===== config.mk =====
export PLATFORM = sky130hd
export DESIGN_NAME = pc_sequencer
export DESIGN_NICKNAME = d
export VERILOG_FILES = /design/src/rtl/pc_sequencer.sv
export SDC_FILE = /design/constraint.sdc
export NUM_CORES = 1
export LEC_CHECK = 0
export CAP_MARGIN = 10
export CORE_UTILIZATION = 25
export DETAILED_ROUTE_END_ITERATION = 10
export GPL_TIMING_DRIVEN = 0
export PLACE_DENSITY_LB_ADDON = 0.3
export SLEW_MARGIN = 5
export SYNTH_ARGS = -nofsm -noshare
export SYNTH_HDL_FRONTEND = slang
export SYNTH_SLANG_ARGS = --single-unit

===== constraint.sdc =====
create_clock -name clk -period 2.5 [get_ports clk]
set_input_delay 0.375 -clock clk [delete_from_list [all_inputs] [get_ports clk]]
set_output_delay 0.375 -clock clk [all_outputs]
set_load 0.005 [all_outputs]

===== src/rtl/pc_sequencer.sv =====
// Fetch-stage program counter: holds the F-stage PC, selects the next PC and
// buffers a redirect that arrives while fetch is stalled.
module pc_sequencer #(
  parameter int                ADDR_W      = 32,
  parameter logic [ADDR_W-1:0] RESET_PC    = ADDR_W'(32'h0000_3000),
  parameter logic [ADDR_W-1:0] HANDLER_PC  = ADDR_W'(32'h0000_4180),
  parameter logic [ADDR_W-1:0] ERET_OFFSET = ADDR_W'(32'h0000_0000),
  parameter logic [ADDR_W-1:0] IM_BASE     = ADDR_W'(32'h0000_3000),
  parameter logic [ADDR_W-1:0] IM_TOP      = ADDR_W'(32'h0000_6ffc)
) (
  input  logic              clk,
  input  logic              reset,
  input  logic              stall,
  input  logic              req,
  input  logic              eret,
  input  logic [ADDR_W-1:0] epc,
  input  logic              br_take,
  input  logic [ADDR_W-1:0] br_target,
  output logic [ADDR_W-1:0] pc,
  output logic [ADDR_W-1:0] pc_plus4,
  output logic              redir_pending,
  output logic              f_adel
);

  logic [ADDR_W-1:0] pending_target;
  logic [ADDR_W-1:0] live_target;
  logic              redirect;

  assign redirect    = eret | br_take;
  assign live_target = eret ? (epc + ERET_OFFSET) : br_target;

  assign pc_plus4 = pc + ADDR_W'(4);
  assign f_adel   = (pc[1:0] != 2'b00) | (pc < IM_BASE) | (pc > IM_TOP);

  // req outranks everything; a live redirect outranks a buffered one.
  always_ff @(posedge clk) begin
    if (!reset) begin
      pc             <= RESET_PC;
      redir_pending  <= 1'b0;
      pending_target <= '0;
    end else if (req) begin
      pc            <= HANDLER_PC;
      redir_pending <= 1'b0;
    end else if (stall) begin
      if (redirect) begin
        redir_pending  <= 1'b1;
        pending_target <= live_target;
      end
    end else if (redirect) begin
      pc            <= live_target;
      redir_pending <= 1'b0;
    end else if (redir_pending) begin
      pc            <= pending_target;
      redir_pending <= 1'b0;
    end else begin
      pc <= pc_plus4;
    end
  end

endmodule


==> results.json, run 1 <==
{
  "status": "complete, but fails checks",
  "violations": "negative setup slack",
  "routed_wl_mm": 18.9,
  "path_buf_inv": 1,
  "synth_top_area_cell": "dfxtp_1",
  "fin_area_um2": 6750,
  "grt_setup_unrepaired": "yes",
  "vias": 5123,
  "slew_viol_final": 0,
  "die_y_um": 134,
  "fmax_mhz": 400,
  "grt_max_degree": 20,
  "holdWs_ns": 0.499,
  "ios": 136,
  "final.setup.tns_ns": -0.00235,
  "dp_hpwl_mm": 14.2,
  "power_density_nw_per_um2": 449,
  "ys_seq_area_share_pct": 30.1,
  "cpPeakStageDelay_ns": 0.56,
  "portBuffers": 134,
  "peakVddDrop_mv": 0.323,
  "maxCapViolations": 0,
  "slew-limit-headroom_pct": 55.4,
  "setup_viol_count_final": 1,
  "finClkSkew_ns": 0.00985,
  "ant_nets": 0,
  "root_buffer": "clkbuf_16",
  "fp.dieW_um": 134,
  "synthArstFlopShare_pct": 0,
  "yosysMostFrequentCell": "dfxtp_1",
  "coreArea_um2": 16800,
  "ys_ff_latch": 65,
  "synth-edff-count": 0,
  "synthFlopType": "dfxtp_1",
  "clockBufferDepth": 2,
  "cts_tree": "done",
  "antenna_found_initial": 0,
  "crit_arrival_ns": 2.13,
  "initial_core_util_pct": 25.8,
  "dpl_cell_area_um2": 5940,
  "netlist_top_cells_area": "dfxtp_1 30%, mux2i_1 7.6%, nand2_1 4.6%",
  "hold_path.class": "reg2reg",
  "die_area_um2": 17800,
  "netlist_area_um2": 4320,
  "first_global_vias": 4799,
  "postLayoutCoreUtil_pct": 40.3,
  "synthToLayoutAreaGrowth_pct": 56.0,
  "drive_above_1_share_pct": 19.6,
  "worstMarginPinSlew_ns": 0.669,
  "drcViolationCount": 0,
  "critPathTopFamily": "buffers and inverters",
  "ys_warn_count": 0,
  "p_leak_nw": 2.75,
  "cts.sinks": 65,
  "netlist-cell-type-count": 68,
  "synth.top_cell.area_share_pct": 30.1,
  "drt-vias-per-instance": 5.43,
  "gp_congestion": 0.898,
  "fp-row-count": 47,
  "clk_pin_slew_ns": 0.06,
  "cp_slowest_cell": "clkdlybuf4s50_1",
  "htreeDepth": 3,
  "ys_top_cells_by_count": "65 x dfxtp_1, 53 x nand2_1, 50 x nor2_1",
  "clk_latency_ns": 0.34,
  "synthCells": 546,
  "overflow": 0,
  "grt_pass1_wl_mm": 28.1,
  "cp_cell_sequence": "nand4_4 -> nor4_2 -> xor2_1 -> clkdlybuf4s50_1",
  "numCtsBuffers": 9,
  "synthesis.nets": 617,
  "layout_min_cycle_time_ns": 2.50,
  "cp.required_ns": 2.12,
  "setup_slack_ns": -0.00235,
  "power_mw": 3.03,
  "critPathCaptureType": "output port",
  "crit_path_max_fanout": 6,
  "startpoint_type": "register",
  "layout_worst_path_cycle_share_pct": 100,
  "wire_per_inst_um": 20.1,
  "antenna_cells": 0,
  "grt_usage_pct": 20.9,
  "drt-initial-drc-count": 468,
  "nFillCells": 1739,
  "synth_area_per_cell_um2": 7.92,
  "fin_nets": 790,
  "hold_viol_final": 0,
  "critPathKind": "reg2out",
  "first_pass_iters": 5
}
[cell usage in the layout (no fill, tap or decap), types with 9 or more instances in the layout]
cell,synthesis,final
dfxtp_4,0,9
clkbuf_1,21,20
buf_4,6,35
nand3_1,16,12
clkdlybuf4s50_1,0,116
nand4_1,11,11
inv_1,13,13
buf_2,13,12
a211oi_1,26,26
mux2i_1,33,33
dlygate4sd2_1,0,9
o21ai_0,35,34
dfxtp_1,65,43
dfxtp_2,0,13
a221oi_1,11,11
clkbuf_16,0,9
nor2_1,50,46
nand2_1,53,53
a21oi_1,36,35
a221o_1,13,13
xnor2_1,18,13
[worst register-to-register path: stages, from the launching register on]
cell	delay, ns
dfxtp_1	0.33
clkbuf_1	0.24
nor3_2	0.56
clkbuf_1	0.53
o21ai_0	0.21
a211oi_1	0.31
[final timing paths]
| path | to | depth (start not counted) | startpoint | slack, ns |
|---|---|---|---|---|
| max | pc_plus4[14] | 4 | pc[8] | -0.002 |
| min | pending_target[1] | 2 | pending_target[1] | 0.50 |
| max reg2reg | pc[15] | 5 | redir_pending | 0.22 |
| min reg2reg | pending_target[1] | 2 | pending_target[1] | 0.50 |
[final cells by class]
class	count	area, µm²	area share (%)
clock inverter	3	17.5	0.260
inverter	16	60.1	0.890
clock buffer	12	246	3.65
sequential	65	1350	20.0
timing repair buffer	165	1570	23.2
buffer	42	234	3.47
tap	220	275	4.08
multi-input combinational	420	3000	44.4
[metal layers]
layer / part of all wire (%) / routed length (µm) / track usage, % / vias up
met5: 0 / 0 / 0 / -
li1: - / - / - / 2391
met1: 44 / 8300 / 28.1 / 2424
met3: 9.1 / 1730 / 4.98 / 37
met4: 2.4 / 449 / 7.20 / 0
met2: 45 / 8470 / 32.5 / 271
[repair_timing]
action / in CTS / in global routing
pin swaps: 17 / 15
resized for setup: 90 / 29
buffers inserted: 21 / 10
endpoints found under the setup margin: 30 / 38
hold buffers: 0 / 0
[flip-flops by register name, summed over array words and instances, names as in the netlist, named ones only]
| name | cells |
|---|---|
| pending_target | 32 |
| pc | 30 |
| redir_pending | 1 |
[metrics by stage]
step / instances / worst slack, ns
floorplan: 546 / 0.603
global placement: 900 / -0.387
detailed placement: 900 / -0.412
CTS: 934 / -0.152
global route: 943 / -0.0898
finish: 943 / -0.00235
[kinds of logic (layout without fill, tap and decap cells)]
kind of cell	Yosys count	after routing	share of synthesized area, %
compound gates	164	164	25.8
xor+xnor	26	26	5.27
fa+ha+maj	1	1	0.289
buf+inv	61	238	6.54
flops	65	65	30.1
mux	34	34	7.99
simple gates	195	195	24.0
[where the power goes]
group | switching, mW | leakage, nW | internal, mW
sequential | 0.0692 | 0.544 | 1.09
clock | 0.490 | 0.128 | 0.690
combinational | 0.348 | 2.08 | 0.337
total | 0.908 | 2.75 | 2.12
(Power assumes the default switching activity.)
==> inputs of run 2 (changes only) <==
==> constraint.sdc (replaced) <==
create_clock -name clk -period 2.5 [get_ports clk]
set_input_delay 0.375 -clock clk [delete_from_list [all_inputs] [get_ports clk]]
set_output_delay 0.375 -clock clk [all_outputs]
set_load 0.1 [all_outputs]
==> results.json, run 2 (synthesized netlist as in run 1, its figures left out) <==
{
  "status": "finished, final reports clean",
  "peakVddDrop_mv": 0.351,
  "worstMarginPinSlew_ns": 0.985,
  "p_leak_nw": 2.85,
  "antenna_cells": 0,
  "power_mw": 3.66,
  "postLayoutCoreUtil_pct": 43.0,
  "overflow": 0,
  "finClkSkew_ns": 0.0106,
  "dp_hpwl_mm": 14.9,
  "drt-initial-drc-count": 541,
  "hold_path.class": "reg2reg",
  "crit_arrival_ns": 2.09,
  "root_buffer": "clkbuf_16",
  "setup_slack_ns": 0.0355,
  "grt_max_degree": 13,
  "fin_area_um2": 7210,
  "gp_congestion": 0.913,
  "drt-vias-per-instance": 5.52,
  "first_global_vias": 4985,
  "grt_usage_pct": 22.4,
  "slew_viol_final": 0,
  "clk_pin_slew_ns": 0.06,
  "cts.sinks": 65,
  "largest_register_ffs": 32,
  "clk_latency_ns": 0.34,
  "routed_wl_mm": 19.6,
  "worst_r2r_path_depth": 5,
  "drcViolationCount": 0,
  "vias": 5198,
  "critPathKind": "reg2out",
  "slew-limit-headroom_pct": 34.1,
  "regToRegStartpoint": "redir_pending",
  "reg2reg_slack_ns": 0.09,
  "synthToLayoutAreaGrowth_pct": 66.7,
  "holdWs_ns": 0.498,
  "coreArea_um2": 16800,
  "die_area_um2": 17800,
  "htreeDepth": 3,
  "initial_core_util_pct": 25.8,
  "ant_nets": 0,
  "wire_per_inst_um": 20.9,
  "grt_setup_unrepaired": "yes",
  "portBuffers": 134,
  "min-delay-start": "pending_target[9]",
  "post-place-cells": 900,
  "reg.largest.list": "pending_target x32, pc x30, redir_pending x1",
  "antenna_found_initial": 0,
  "fp.dieW_um": 134,
  "power_density_nw_per_um2": 508,
  "fmax_mhz": 406,
  "layout_worst_path_cycle_share_pct": 98.6,
  "layout_min_cycle_time_ns": 2.46,
  "crit_path_max_fanout": 9,
  "ios": 136,
  "maxCapViolations": 0,
  "grt_pass1_wl_mm": 29.9,
  "cp.required_ns": 2.12,
  "fin_nets": 788,
  "nFillCells": 1615,
  "critical_path.startpoint": "pc[15]",
  "first_pass_iters": 6,
  "final.setup.tns_ns": 0,
  "startpoint_type": "register",
  "numCtsBuffers": 9,
  "mostFrequentLayoutCell": "clkdlybuf4s50_1",
  "r2r_end": "pc[28]",
  "critPathCaptureType": "output port",
  "hold_viol_final": 0,
  "dp_slack_ns": -0.856,
  "drive_above_1_share_pct": 26.7,
  "fp-row-count": 47,
  "final_cell_mix": "104 x clkdlybuf4s50_1, 53 x nand2_1, 49 x nor2_1",
  "cts_tree": "done",
  "setup_viol_count_final": 0,
  "fin_cells": 942,
  "die_y_um": 134,
  "crit_path_end": "pc_plus4[26]",
  "largest-register": "pending_target",
  "clockBufferDepth": 2,
  "dpl_cell_area_um2": 6470,
  "cts_hold_buf": 0
}
## run 2: changes by cell type in the layout (fill, tap and decap cells not counted), moves of 8 or more
cell / previous run / this run
clkdlybuf4s50_1: 116 / 104
dfxtp_1: 43 / 35
dfxtp_2: 13 / 5
dfxtp_4: 9 / 25
dlygate4sd2_1: 9 / 0
xnor2_1: 13 / 1
xnor2_4: 0 / 8
xor2_1: 8 / 0
## run 2: final cells by class
type | count | area [µm²] | share of cell area [%]
inverter | 16 | 63.8 | 0.885
multi-input combinational | 420 | 3300 | 45.8
clock buffer | 11 | 264 | 3.66
buffer | 39 | 198 | 2.74
sequential | 65 | 1400 | 19.4
tap | 220 | 275 | 3.82
timing repair buffer | 166 | 1640 | 22.8
clock inverter | 5 | 60.1 | 0.833
## run 2: where the power goes
group	leakage [nW]	internal [mW]	switching, mW
combinational	2.13	0.367	0.732
clock	0.159	0.864	0.531
sequential	0.553	1.08	0.0843
## run 2: what timing repair did
action / in CTS / in global routing
pin swaps: 15 / 16
setup buffers: 11 / 21
endpoints found under the setup margin: 40 / 33
gates resized for setup: 201 / 26
## run 2: per-layer routing
metal | up-vias | wire length (µm) | GRT usage (%)
li1 | 2390 | - | -
met1 | 2490 | 8560 | 30.5
met2 | 282 | 9090 | 35.2
met3 | 36 | 1530 | 4.34
met4 | 0 | 466 | 7.32
met5 | - | 0 | 0
## run 2: critical path: stages, from the launching register on
cell,delay (ns)
dfxtp_4,0.40
and4_4,0.30
nand2_8,0.10
or4_4,0.58
xnor2_4,0.18
buf_12,0.19
## run 2: worst min-delay path by stage
stage / depth (start not counted) / slack, ns / to
finish: 2 / 0.50 / pending_target[9]
detailed placement: 2 / 0.49 / pending_target[9]
floorplan: 1 / 0.46 / pc[12]
global placement: 2 / 0.48 / pending_target[5]
CTS: 2 / 0.50 / pending_target[18]
global route: 2 / 0.53 / pending_target[11]
==> inputs of run 3 (changes only) <==
--- a/config.mk
+++ b/config.mk
@@ -14,3 +14,4 @@
 export SYNTH_ARGS = -nofsm -noshare
 export SYNTH_HDL_FRONTEND = slang
 export SYNTH_SLANG_ARGS = --single-unit
+export TNS_END_PERCENT = 10
==> results.json, run 3 (synthesized netlist as in run 1, its figures left out) <==
{
  "reg.largest.list": "pending_target x32, pc x30, redir_pending x1",
  "power_density_nw_per_um2": 492,
  "grt_pass1_wl_mm": 28.7,
  "reg2reg_slack_ns": 0.25,
  "vias": 5034,
  "cts_tree": "done",
  "grt_setup_unrepaired": "yes",
  "grt_usage_pct": 21.2,
  "min_to": "pending_target[19]",
  "min_path_cells": 2,
  "drt-initial-drc-count": 497,
  "cpPeakStageDelay_ns": 0.37,
  "setup_viol_count_final": 5,
  "slew_viol_final": 0,
  "maxCapViolations": 0,
  "min-delay-start": "pending_target[19]",
  "critPathTopFamily": "simple AND/OR/NAND/NOR gates",
  "drt-vias-per-instance": 5.42,
  "violations": "negative setup slack",
  "worstMarginPinSlew_ns": 1.01,
  "grt_max_degree": 11,
  "postLayoutCoreUtil_pct": 41.7,
  "dp_slack_ns": -0.870,
  "htreeDepth": 3,
  "power_mw": 3.44,
  "fin_cells": 928,
  "dpl_cell_area_um2": 6430,
  "first_global_vias": 4866,
  "fp-row-count": 47,
  "slew-limit-headroom_pct": 32.2,
  "die_area_um2": 17800,
  "final.setup.tns_ns": -0.113,
  "ant_nets": 0,
  "peakVddDrop_mv": 0.311,
  "overflow": 0,
  "cp_cell_sequence": "buf_8 -> and4_1 -> buf_6 -> nand4_1 -> buf_4 -> or3_4 -> xnor2_4 -> buf_12",
  "final_cell_mix": "104 x clkdlybuf4s50_1, 53 x nand2_1, 49 x nor2_1",
  "mostFrequentLayoutCell": "clkdlybuf4s50_1",
  "routed_wl_mm": 18.9,
  "largest-register": "pending_target",
  "layout_min_cycle_time_ns": 2.54,
  "antenna_found_initial": 0,
  "portBuffers": 134,
  "clk_latency_ns": 0.33,
  "status": "complete, but fails checks",
  "drive_above_1_share_pct": 24.0,
  "crit_path_max_fanout": 8,
  "crit_arrival_ns": 2.16,
  "first_pass_iters": 6,
  "wire_per_inst_um": 20.4,
  "p_leak_nw": 2.74,
  "finClkSkew_ns": 0.00588,
  "hold_path.class": "reg2reg",
  "path_buf_inv": 4,
  "fmax_mhz": 394,
  "r2r_end": "pc[29]",
  "synthToLayoutAreaGrowth_pct": 61.7,
  "post-place-cells": 900,
  "fin_area_um2": 6990,
  "ios": 136,
  "regToRegStartpoint": "redir_pending",
  "clk_pin_slew_ns": 0.06,
  "critPathKind": "reg2out",
  "coreArea_um2": 16800,
  "fin_nets": 774,
  "numCtsBuffers": 9,
  "holdWs_ns": 0.498,
  "drcViolationCount": 0,
  "worst_r2r_path_depth": 5,
  "initial_core_util_pct": 25.8,
  "crit_cells": 8,
  "die_y_um": 134,
  "cts.sinks": 65,
  "cts_hold_buf": 0,
  "fp.dieW_um": 134,
  "layout_worst_path_cycle_share_pct": 101,
  "root_buffer": "clkbuf_16",
  "critPathCaptureType": "output port",
  "cp_slowest_cell": "or3_4",
  "clockBufferDepth": 2,
  "antenna_cells": 0,
  "startpoint_type": "register",
  "cp.required_ns": 2.12,
  "setup_slack_ns": -0.0368,
  "dp_hpwl_mm": 14.6,
  "gp_congestion": 0.883,
  "largest_register_ffs": 32,
  "hold_viol_final": 0
}
run 3: cell types whose count changed in the layout (fill, tap and decap cells not counted), sizes merged:
cell	delta
buf	-15
clkdlybuf4s15	-3
clkbuf	+2
clkdlybuf4s18	+2
dlygate4sd2	+2
bufinv	-1
inv	-1
run 3: worst max path at each step:
stage,end,from,slack [ns]
after CTS,pc_plus4[19],pc[5],-0.16
after global placement,pc_plus4[21],pc[5],-0.87
after global routing,pc_plus4[18],pc[5],-0.15
final,pc_plus4[18],pc[5],-0.04
after detailed placement,pc_plus4[21],pc[5],-0.87
after floorplan,pc_plus4[26],pc[21],-0.10
run 3: power by group:
part           switching [mW]  internal [mW]  leakage [nW]
combinational           0.723          0.356          2.05
sequential             0.0791           1.09         0.551
clock                   0.472          0.721         0.139
run 3: area by class of cell:
type / count / area, µm²
buffer: 45 / 255
clock buffer: 13 / 260
inverter: 16 / 63.8
tap: 220 / 275
fill: 1662 / 9770
clock inverter: 3 / 15.0
sequential: 65 / 1400
multi-input combinational: 420 / 3260
timing repair buffer: 146 / 1470
run 3: routing by layer:
metal | global-route usage, % | vias up | part of all wire (%)
li1 | - | 2368 | -
met1 | 29.1 | 2389 | 44
met2 | 33.5 | 250 | 46
met3 | 3.65 | 27 | 7.6
met4 | 6.76 | 0 | 1.8
met5 | 0 | - | 0
run 3: repair_timing:
item / CTS / global route
setup buffers: 5 / 7
resized for setup: 176 / 34
pin swaps: 6 / 12
endpoints found under the setup margin: 30 / 25
run 3: worst register-to-register path: stages, from the launching register on:
cell	delay, ns
dfxtp_1	0.33
clkbuf_1	0.26
nor3_2	0.61
clkbuf_1	0.47
nand2_1	0.26
o22ai_1	0.23
